`config.mk`:
```
export PLATFORM = sky130hd
export DESIGN_NAME = floo_axis_flit_unpacker
export DESIGN_NICKNAME = d
export VERILOG_FILES = /design/src/rtl/floo_axis_flit_unpacker.sv
export SDC_FILE = /design/constraint.sdc
export NUM_CORES = 1
export LEC_CHECK = 0
export CAP_MARGIN = 10
export CORE_MARGIN = 3
export CORE_UTILIZATION = 52
export CTS_BUF_LIST = sky130_fd_sc_hd__clkbuf_8
export DETAILED_ROUTE_END_ITERATION = 12
export PLACE_DENSITY = 0.83
export REMOVE_ABC_BUFFERS = 1
export SLEW_MARGIN = 20
export SYNTH_ARGS = -nofsm -noshare
export SYNTH_HDL_FRONTEND = slang
export SYNTH_HIERARCHICAL = 1
export SYNTH_SLANG_ARGS = --single-unit
```
`constraint.sdc`:
```
create_clock -name clk_i -period 5.6 [get_ports clk_i]
set_input_delay 1.68 -clock clk_i [delete_from_list [all_inputs] [get_ports clk_i]]
set_output_delay 1.68 -clock clk_i [all_outputs]
set_load 0.03 [all_outputs]
```
`src/rtl/floo_axis_flit_unpacker.sv`:
```
// Splits a packed AXIS beat into independent req/rsp flit streams, each
// buffered by a small registered FIFO, and counts beats carrying no flit.

module floo_axis_flit_fifo #(
  parameter int Width = 64,
  parameter int Depth = 2
) (
  input  logic                     clk_i,
  input  logic                     rst_i,
  input  logic                     push,
  input  logic [Width-1:0]         push_data,
  input  logic                     pop,
  output logic                     valid,
  output logic [Width-1:0]         head,
  output logic [$clog2(Depth):0]   usage,
  output logic                     full
);
  localparam int AW = $clog2(Depth);
  localparam logic [AW:0] FULL_LEVEL = (AW+1)'(Depth);

  logic [Width-1:0] mem [Depth];
  logic [AW-1:0]    wr_ptr_reg;
  logic [AW-1:0]    rd_ptr_reg;
  logic [AW:0]      usage_reg;

  // Depth is a power of two, so natural pointer overflow gives the wrap.
  always_ff @(posedge clk_i) begin
    if (rst_i) begin
      wr_ptr_reg <= '0;
      rd_ptr_reg <= '0;
      usage_reg  <= '0;
      for (int i = 0; i < Depth; i++) begin
        mem[i] <= '0;
      end
    end else begin
      if (push) begin
        mem[wr_ptr_reg] <= push_data;
        wr_ptr_reg      <= wr_ptr_reg + 1'b1;
      end
      if (pop) begin
        rd_ptr_reg <= rd_ptr_reg + 1'b1;
      end
      if (push && !pop) begin
        usage_reg <= usage_reg + 1'b1;
      end else if (!push && pop) begin
        usage_reg <= usage_reg - 1'b1;
      end
    end
  end

  assign valid = (usage_reg != '0);
  assign head  = mem[rd_ptr_reg];
  assign usage = usage_reg;
  assign full  = (usage_reg == FULL_LEVEL);
endmodule

module floo_axis_flit_unpacker #(
  parameter int ReqWidth = 64,
  parameter int RspWidth = 64,
  parameter int Depth    = 2
) (
  input  logic                         clk_i,
  input  logic                         rst_i,
  input  logic                         axis_tvalid_i,
  output logic                         axis_tready_o,
  input  logic [ReqWidth+RspWidth+1:0] axis_tdata_i,
  output logic                         req_valid_o,
  output logic [ReqWidth-1:0]          req_data_o,
  input  logic                         req_ready_i,
  output logic                         rsp_valid_o,
  output logic [RspWidth-1:0]          rsp_data_o,
  input  logic                         rsp_ready_i,
  output logic [$clog2(Depth):0]       req_usage_o,
  output logic [$clog2(Depth):0]       rsp_usage_o,
  output logic [15:0]                  empty_beats_o
);
  logic [ReqWidth-1:0] beat_req_data;
  logic                beat_req_valid;
  logic [RspWidth-1:0] beat_rsp_data;
  logic                beat_rsp_valid;
  logic                accept;
  logic                req_full;
  logic                rsp_full;
  logic                req_pop;
  logic                rsp_pop;
  logic [15:0]         empty_beats_reg;

  assign beat_req_data  = axis_tdata_i[ReqWidth+RspWidth+1 -: ReqWidth];
  assign beat_req_valid = axis_tdata_i[RspWidth+1];
  assign beat_rsp_data  = axis_tdata_i[RspWidth:1];
  assign beat_rsp_valid = axis_tdata_i[0];

  // Full is checked before any same-cycle pop, so a freed slot opens next cycle.
  assign axis_tready_o = !rst_i && !req_full && !rsp_full;
  assign accept        = axis_tvalid_i && axis_tready_o;
  assign req_pop       = req_valid_o && req_ready_i;
  assign rsp_pop       = rsp_valid_o && rsp_ready_i;

  floo_axis_flit_fifo #(.Width(ReqWidth), .Depth(Depth)) u_req_fifo (
    .clk_i     (clk_i),
    .rst_i     (rst_i),
    .push      (accept && beat_req_valid),
    .push_data (beat_req_data),
    .pop       (req_pop),
    .valid     (req_valid_o),
    .head      (req_data_o),
    .usage     (req_usage_o),
    .full      (req_full)
  );

  floo_axis_flit_fifo #(.Width(RspWidth), .Depth(Depth)) u_rsp_fifo (
    .clk_i     (clk_i),
    .rst_i     (rst_i),
    .push      (accept && beat_rsp_valid),
    .push_data (beat_rsp_data),
    .pop       (rsp_pop),
    .valid     (rsp_valid_o),
    .head      (rsp_data_o),
    .usage     (rsp_usage_o),
    .full      (rsp_full)
  );

  always_ff @(posedge clk_i) begin
    if (rst_i) begin
      empty_beats_reg <= '0;
    end else if (accept && !beat_req_valid && !beat_rsp_valid &&
                 empty_beats_reg != 16'hFFFF) begin
      empty_beats_reg <= empty_beats_reg + 16'd1;
    end
  end

  assign empty_beats_o = empty_beats_reg;
endmodule
```
---- Yosys cells after proc, flatten, opt, wreduce, memory -nomap -nowiden ----
Memories as Yosys holds them, arrays and structs flattened. A register that Yosys moved wholly into a read port is not among the register bits.
Cells that the tools add are included.
word-level totals
  memories ................................ 2
  RAM bits ................................ 256
  latch bits .............................. 0
  memory bits (read-only) ................. 0
  register bits ........................... 24
memory list
  name            words  bits a word  read ports  clocked after Yosys merged registers in  wr ports  RTL line  source
  u_req_fifo.mem  2      64           1           1                                        2         21        logic [Width-1:0] mem [Depth];
  u_rsp_fifo.mem  2      64           1           1                                        2         21
cells by class
  $mul .................................... 0
  mux-type cells .......................... 22
  bitwise logic cells ..................... 0
  equal/unequal tests ..................... 3
  add/subtract/negate cells ............... 9
  shift-type cells ........................ 0
  div/mod/pow operators ................... 0
  order comparisons ....................... 0
  reductions and logical operators ........ 29
operator list
  kind                   number
  $mux 64                2
  $reduce_or 64->1       2
  $add 16x1->16 const B  1
  $mux 1                 16
  $ne 16x16->1 const B   1
  $logic_and 1x1->1      14
  $logic_not 1->1        9
  $mux 2                 4
  $reduce_bool 2->1      4
  $add 1x1->1 const B    4
  $add 2x1->2 const B    2
  $eq 2x2->1 const B     2
  $sub 2x1->2 const B    2

---- Logic depth before layout (Yosys ltp) ----
Gate-level depths: netlist of run 1.
  depth in word-level cells ............... 11
  gate-level depth with buffers ........... 7

---- Cells and area by module ----
The synthesis of run 1 kept the hierarchy.
modules (own cells, without submodules)
  module                   cells each  sequential area each (µm²)  times used  area each (µm²)
  floo_axis_flit_fifo      437         3943.8                      2           5838.1
  floo_axis_flit_unpacker  109         320.3                       1           928.4

---- Worst setup path after synthesis of run 1 ----
OpenSTA, ideal clock, no wires.
  path kind ............................... input to register
  start ................................... input rst_i
  end ..................................... memory u_req_fifo.mem[0][0] (enable)
  data required time ...................... 5168 ps
  arrival time ............................ 4110 ps
  setup time .............................. 432 ps
  buffers on the path ..................... 2
  setup slack ............................. 1057 ps
  stages .................................. 6
  cells stage by stage .................... buf_6 -> nor4b_4 -> and2_1 -> nand2b_1 -> buf_2 -> nand2b_1
RTL lines
  item         RTL line  source
  from (decl)  63        input logic rst_i,
  to (decl)    21

---- Final worst setup path of run 1 ----
  start ................................... input rst_i
  end ..................................... output axis_tready_o
between the ends
  word-level cells in the longest chain between the ends .. 3
ends and longest elaborated chain
  item                             RTL line  source
  $logic_not 1->1                  94        assign axis_tready_o = !rst_i && !req_full && !rsp_full;
  $logic_and 1x1->1 (2 in series)  94
  to (decl)                        65        output logic axis_tready_o,
No other way between the ends.

==> impl_metrics.toml, run 1 <==
[drt]
ant_nets = 0
drcViolationCount = 0
drt_pass1_iterations = 5
drtIter0Drc = 465
vias = 8637
wirelength_mm = 30.3
post_drt_via_cell_ratio = 5.32
drt-wirelength-per-cell_um = 18.7

[clock_tree]
post_cts_resize_count = 0
postCtsSetupBuffers = 0
cts-root-buf = "clkbuf_8"
cts_sinks = 282
cts_tree = "built"
htree_num_levels = 2
clk-insertion-delay-late_ns = 0.54
clkTransAtPathRegs_ns = 0.05
cts_buffers = 46
holdBufCountCts = 0
clk_path_buf_depth = 3

[logic_synthesis]
synthTopCellsByArea = "edfxtp_1, mux2_2, nor2_1"
synth_edf_count = 256
synth_warnings = 6
synthArstFlopShare = 0
synthesis.area_um2 = 12600
syn_area_per_cell_um2 = 12.8
yosysSeqAreaShare = 0.651
synth_top_cell_by_area = "edfxtp_1"
synth_top_area_frac = 0.610
syn_inst = 983
ys_seq_elements = 282
synthFlopType = "edfxtp_1"
yosysUniqueCellTypes = 39

[finish]
nNetsFinal = 1405
layout-drive-gt1-share = 0.169
synthToLayoutAreaGrowth_pct = 30.9

[setup_path]
r2r_end = "u_req_fifo/mem[1][55]$_SDFFCE_PN0P_"
r2r_slack_ns = 2.76
r2r_cells = 7
cp.required_ns = 3.92
regToRegStartpoint = "u_req_fifo/usage[0]$_SDFFE_PP0P_"
cp_max_fo = 2
end_kind = "primary output"
start_kind = "primary input"
cp_data_arrival_time_ns = 2.70
path_class = "primary input to primary output"

[pwr]
p_leak_nw = 5.85
finalPower_mw = 6.12
vdd_drop_max_mv = 0.323
powerDensity_nw_per_um2 = 371

[sta]
fin_crit_sh = 0.782
rsz0062_at_grt = "no"
setup_viol = 0
fin_crit_ns = 4.38
fin_tns_setup_ns = 0
final-max-slew-violation-count = 0
worst_pin_slew_ns = 0.880
fin_skew_ns = 0.0100
hold_viol = 0
max_freq_ghz = 0.228
max_slew_margin = 0.413

[grt]
grt_overflow = 0
antenna_found_initial = 1
grt_pass1_wl_mm = 46.4
groute.usage.overall = 0.224
grt_max_degree = 159
grt_pass1_vias = 8866

[floorplan]
core_um2 = 23600
die_area_um2 = 26100
ios = 286
die_w_um = 162
rows = 56
start_util = 0.534
fp.dieH_um = 162

[placement]
io_buffers = 285
dp_hpwl_mm = 19.2
gp_congestion = 0.822

[run_status]
status = "finished clean"

[hold_path]
hold_path_end = "u_rsp_fifo/wr_ptr_reg$_SDFFE_PP0P_"
min_from = "u_rsp_fifo/wr_ptr_reg$_SDFFE_PP0P_"
hold_class = "flip-flop to flip-flop"
whs_path_depth = 2

[job]
maxCapViolations = 0
[report_power, final]
group          total, mW  internal, mW  switching (mW)
combinational       1.97         0.871            1.09
sequential          2.53          2.47          0.0671
clock               1.62         0.844           0.778
[per-layer routing]
metal	vias up	global-route usage	wire (um)
met3	64	0.0485	1740
met2	274	0.397	16000
met1	4273	0.267	11600
met4	0	0.0896	1010
met5	-	0	0
li1	4026	-	-
[per-stage QoR]
stage | area (um2) | setup WS, ns | cells | utilization | hold slack [ns]
final | 16500 | 1.22 | 1622 | 0.699 | 0.499
after global routing | 16500 | 1.18 | 1621 | 0.698 | 0.518
after CTS | 16500 | 1.21 | 1620 | 0.698 | 0.499
after detailed placement | 15700 | 1.22 | 1538 | 0.663 | 0.486
after global placement | 15700 | 1.21 | 1538 | 0.663 | 0.480
after floorplan | 12200 | 0.135 | 919 | - | 0.452
[cells by family after synthesis]
kind of cell / after synthesis / synth area share
buffers and inverters: 70 / 0.0327
XOR/XNOR: 6 / 0.00417
multiplexers: 129 / 0.115
AND/OR/NAND/NOR: 455 / 0.175
AO/OA/AOI/OAI: 38 / 0.0190
adder cells (fa/ha/maj): 3 / 0.00298
flip-flops: 282 / 0.651
[worst max-delay path, stage by stage]
cell and delay (ns):
buf_4 0.14, nor3_1 0.17, clkdlybuf4s50_1 0.70
[cells in the mapped netlist (all sizes together), types with 3 or more instances]
cell      n
a21oi    15
and2      4
and4      4
buf      45
clkbuf   19
dfxtp    26
edfxtp  256
ha        3
inv       6
mux2    129
nand2     9
nand2b  136
nand3     8
nand4     4
nor2    265
o21ai     6
o31ai    10
or3       3
or4      10
xor2      4
[worst max-delay path by stage]
stage	from	to	slack (ns)	cells after the start
after detailed placement	rst_i	axis_tready_o	1.22	3
after global routing	rst_i	axis_tready_o	1.18	3
after global placement	rst_i	axis_tready_o	1.21	3
after floorplan	rst_i	u_req_fifo/mem[0][0]$_SDFFCE_PN0P_	0.13	4
final	rst_i	axis_tready_o	1.22	3
after CTS	rst_i	axis_tready_o	1.21	3
[final cells by class]
type | instances | area, um2
sequential | 282 | 8210
antenna | 2 | 5.00
clock inverter | 30 | 119
multi-input combinational | 631 | 4010
inverter | 6 | 22.5
clock buffer | 52 | 716
fill | 1678 | 7120
timing repair buffer | 300 | 3010
tap | 319 | 399
[cell usage in the layout, fill, tap and decap left out, types with 2 or more instances in the layout]
cell,count
clkdlybuf4s50_1,284
nor2_1,265
edfxtp_1,256
nand2b_1,130
mux2_2,129
clkbuf_8,52
dfxtp_1,24
inv_1,20
a21oi_1,15
buf_4,12
clkinv_1,11
o31ai_1,10
or4_1,10
nand3_1,8
nand2_1,6
o21ai_0,6
nand2b_2,6
clkinv_2,5
and2_1,4
nand4_1,4
and4_1,4
buf_12,4
xor2_1,4
nand2_2,3
or3_1,3
ha_1,3
diode_2,2
and3_1,2
o21bai_1,2
and2b_2,2
or2_2,2
xnor2_1,2
dfxtp_2,2
Power figures use the tool's default switching activity.
==> run 2, diff against run 1 <==
==> constraint.sdc (replaced) <==
create_clock -name clk_i -period 4.45 [get_ports clk_i]
set_input_delay 1.335 -clock clk_i [delete_from_list [all_inputs] [get_ports clk_i]]
set_output_delay 1.335 -clock clk_i [all_outputs]
set_load 0.03 [all_outputs]
==> run 2 against run 1 <==
  * Worst hold slack lost 0.0020 ns
  * Sequential share of layout area shrank 0.075 points
  * Final area grew 0.15%
  * Utilization grew 0.11 points
  * Cell count grew 0.18%
  * Total power grew 25%
  * Critical endpoint is now req_data_o[12]
  * Largest power group unchanged
  * Highest routed layer unchanged
==> impl_metrics.toml, run 2 (synthesis gave the netlist of run 1 again) <==
[setup_path]
r2r_cells = 6
path_class = "flip-flop to primary output"
cp_max_fo = 25
cp_slowest_cell = "dfxtp_2"
max_stage_delay_ns = 0.75
regToRegStartpoint = "u_req_fifo/usage[0]$_SDFFE_PP0P_"
r2r_slack_ns = 2.03
start_kind = "flip-flop"
end_kind = "primary output"
crit_path_cell_trace = "buf_4, mux2_2, clkdlybuf4s50_1"
r2r_end = "u_rsp_fifo/mem[0][16]$_SDFFCE_PN0P_"
cp_data_arrival_time_ns = 2.62
cp.required_ns = 3.12

[grt]
grt_pass1_wl_mm = 45.9
antenna_found_initial = 3
grt_overflow = 0
grt_pass1_vias = 8676
grt_max_degree = 88
groute.usage.overall = 0.221

[floorplan]
fp.dieH_um = 162
die_w_um = 162
start_util = 0.534
die_area_um2 = 26100
rows = 56
core_um2 = 23600
ios = 286

[finish]
layout_commonest_cell = "clkdlybuf4s50_1"
fill_cells = 1655
final_cell_mix = "clkdlybuf4s50_1, nor2_1, edfxtp_1"
nNetsFinal = 1404
stdcell_count = 1625
layout-drive-gt1-share = 0.164
fin_area_um2 = 16500
synthToLayoutAreaGrowth_pct = 31.1

[sta]
final-max-slew-violation-count = 0
fin_skew_ns = 0.0291
setup_viol = 0
fin_crit_ns = 3.95
fin_tns_setup_ns = 0
max_slew_margin = 0.487
fin_ws_ns = 0.498
hold_viol = 0
fin_crit_sh = 0.888
rsz0062_at_grt = "no"
worst_pin_slew_ns = 0.769
max_freq_ghz = 0.253

[clock_tree]
clk-insertion-delay-late_ns = 0.53
post_cts_resize_count = 0
cts_buffers = 46
clkTransAtPathRegs_ns = 0.06
cts-root-buf = "clkbuf_8"
postCtsSetupBuffers = 0
cts_sinks = 282
clk_path_buf_depth = 3
htree_num_levels = 2
cts_tree = "built"
holdBufCountCts = 0

[drt]
ant_nets = 0
drt_pass1_iterations = 5
drtIter0Drc = 548
drt-wirelength-per-cell_um = 18.1
vias = 8487
post_drt_via_cell_ratio = 5.22
drcViolationCount = 0
wirelength_mm = 29.4

[hold_path]
hold_path_end = "u_req_fifo/wr_ptr_reg$_SDFFE_PP0P_"
hold_class = "flip-flop to flip-flop"
min_from = "u_req_fifo/wr_ptr_reg$_SDFFE_PP0P_"
whs_path_depth = 2

[placement]
dp_cells = 1537
gp_congestion = 0.789
place_ws_ns = 0.759
place_area_um2 = 15700
io_buffers = 285
dp_hpwl_mm = 18.3

[pwr]
vdd_drop_max_mv = 0.458
finalPower_mw = 7.68
p_leak_nw = 5.88
powerDensity_nw_per_um2 = 465

[job]
maxCapViolations = 0

[run_status]
status = "finished clean"
## run 2: cell count changes in the layout (fill, tap and decap cells not counted)
cell      before  now
buf_4         12    9
clkinv_2       5    0
inv_1         20   29
diode_2        2    3
buf_12         4    6
clkinv_1      11   10
## run 2: metal layers
metal | global-route usage | part of all wire | vias to the layer above
met2 | 0.389 | 0.52 | 283
li1 | - | - | 4032
met4 | 0.0818 | 0.031 | 0
met1 | 0.268 | 0.39 | 4120
met3 | 0.0487 | 0.059 | 52
met5 | 0 | 0 | -
## run 2: stage by stage
step / hold slack [ns] / util
after floorplan: 0.452 / -
after global placement: 0.478 / 0.664
after detailed placement: 0.494 / 0.664
after CTS: 0.504 / 0.699
after global routing: 0.525 / 0.700
final: 0.497 / 0.700
## run 2: where the power goes
| group | switching (mW) | internal, mW |
|---|---|---|
| Combinational | 1.33 | 1.11 |
| Sequential | 0.125 | 3.10 |
| Clock | 0.953 | 1.06 |
| Total | 2.41 | 5.27 |
## run 2: area by class of cell
class / count / area [um2] / area share
tap: 319 / 399 / 0.0242
antenna: 3 / 7.51 / 0.000454
timing repair buffer: 299 / 3030 / 0.183
clock buffer: 52 / 716 / 0.0433
clock inverter: 33 / 124 / 0.00750
multi-input combinational: 631 / 4010 / 0.243
sequential: 282 / 8210 / 0.497
inverter: 6 / 22.5 / 0.00136
## run 2: worst max-delay path by stage
stage | start | depth (start not counted) | endpoint
5_1_grt | flip-flop | 3 | req_data_o[40]
3_5_place_dp | rst_i | 3 | axis_tready_o
6_report | flip-flop | 3 | req_data_o[12]
4_1_cts | flip-flop | 3 | req_data_o[40]
2_1_floorplan | rst_i | 4 | u_req_fifo/mem[0][0]$_SDFFCE_PN0P_
3_3_place_gp | rst_i | 3 | axis_tready_o
## run 2: worst max-delay path: cells and delay by family (launching register included)
kind | cells | cell delay, ns
buffers and inverters | 2 | 0.96
flip-flops | 1 | 0.75
multiplexers | 1 | 0.36
==> run 3, diff against run 2 <==
--- a/config.mk
+++ b/config.mk
@@ -10,6 +10,7 @@
 export CORE_UTILIZATION = 52
 export CTS_BUF_LIST = sky130_fd_sc_hd__clkbuf_8
 export DETAILED_ROUTE_END_ITERATION = 12
+export HOLD_SLACK_MARGIN = 0.05
 export PLACE_DENSITY = 0.83
 export REMOVE_ABC_BUFFERS = 1
 export SLEW_MARGIN = 20
==> results of run 3 <==
Same layout as run 2: the final DEF is identical, and so are final timing and power.
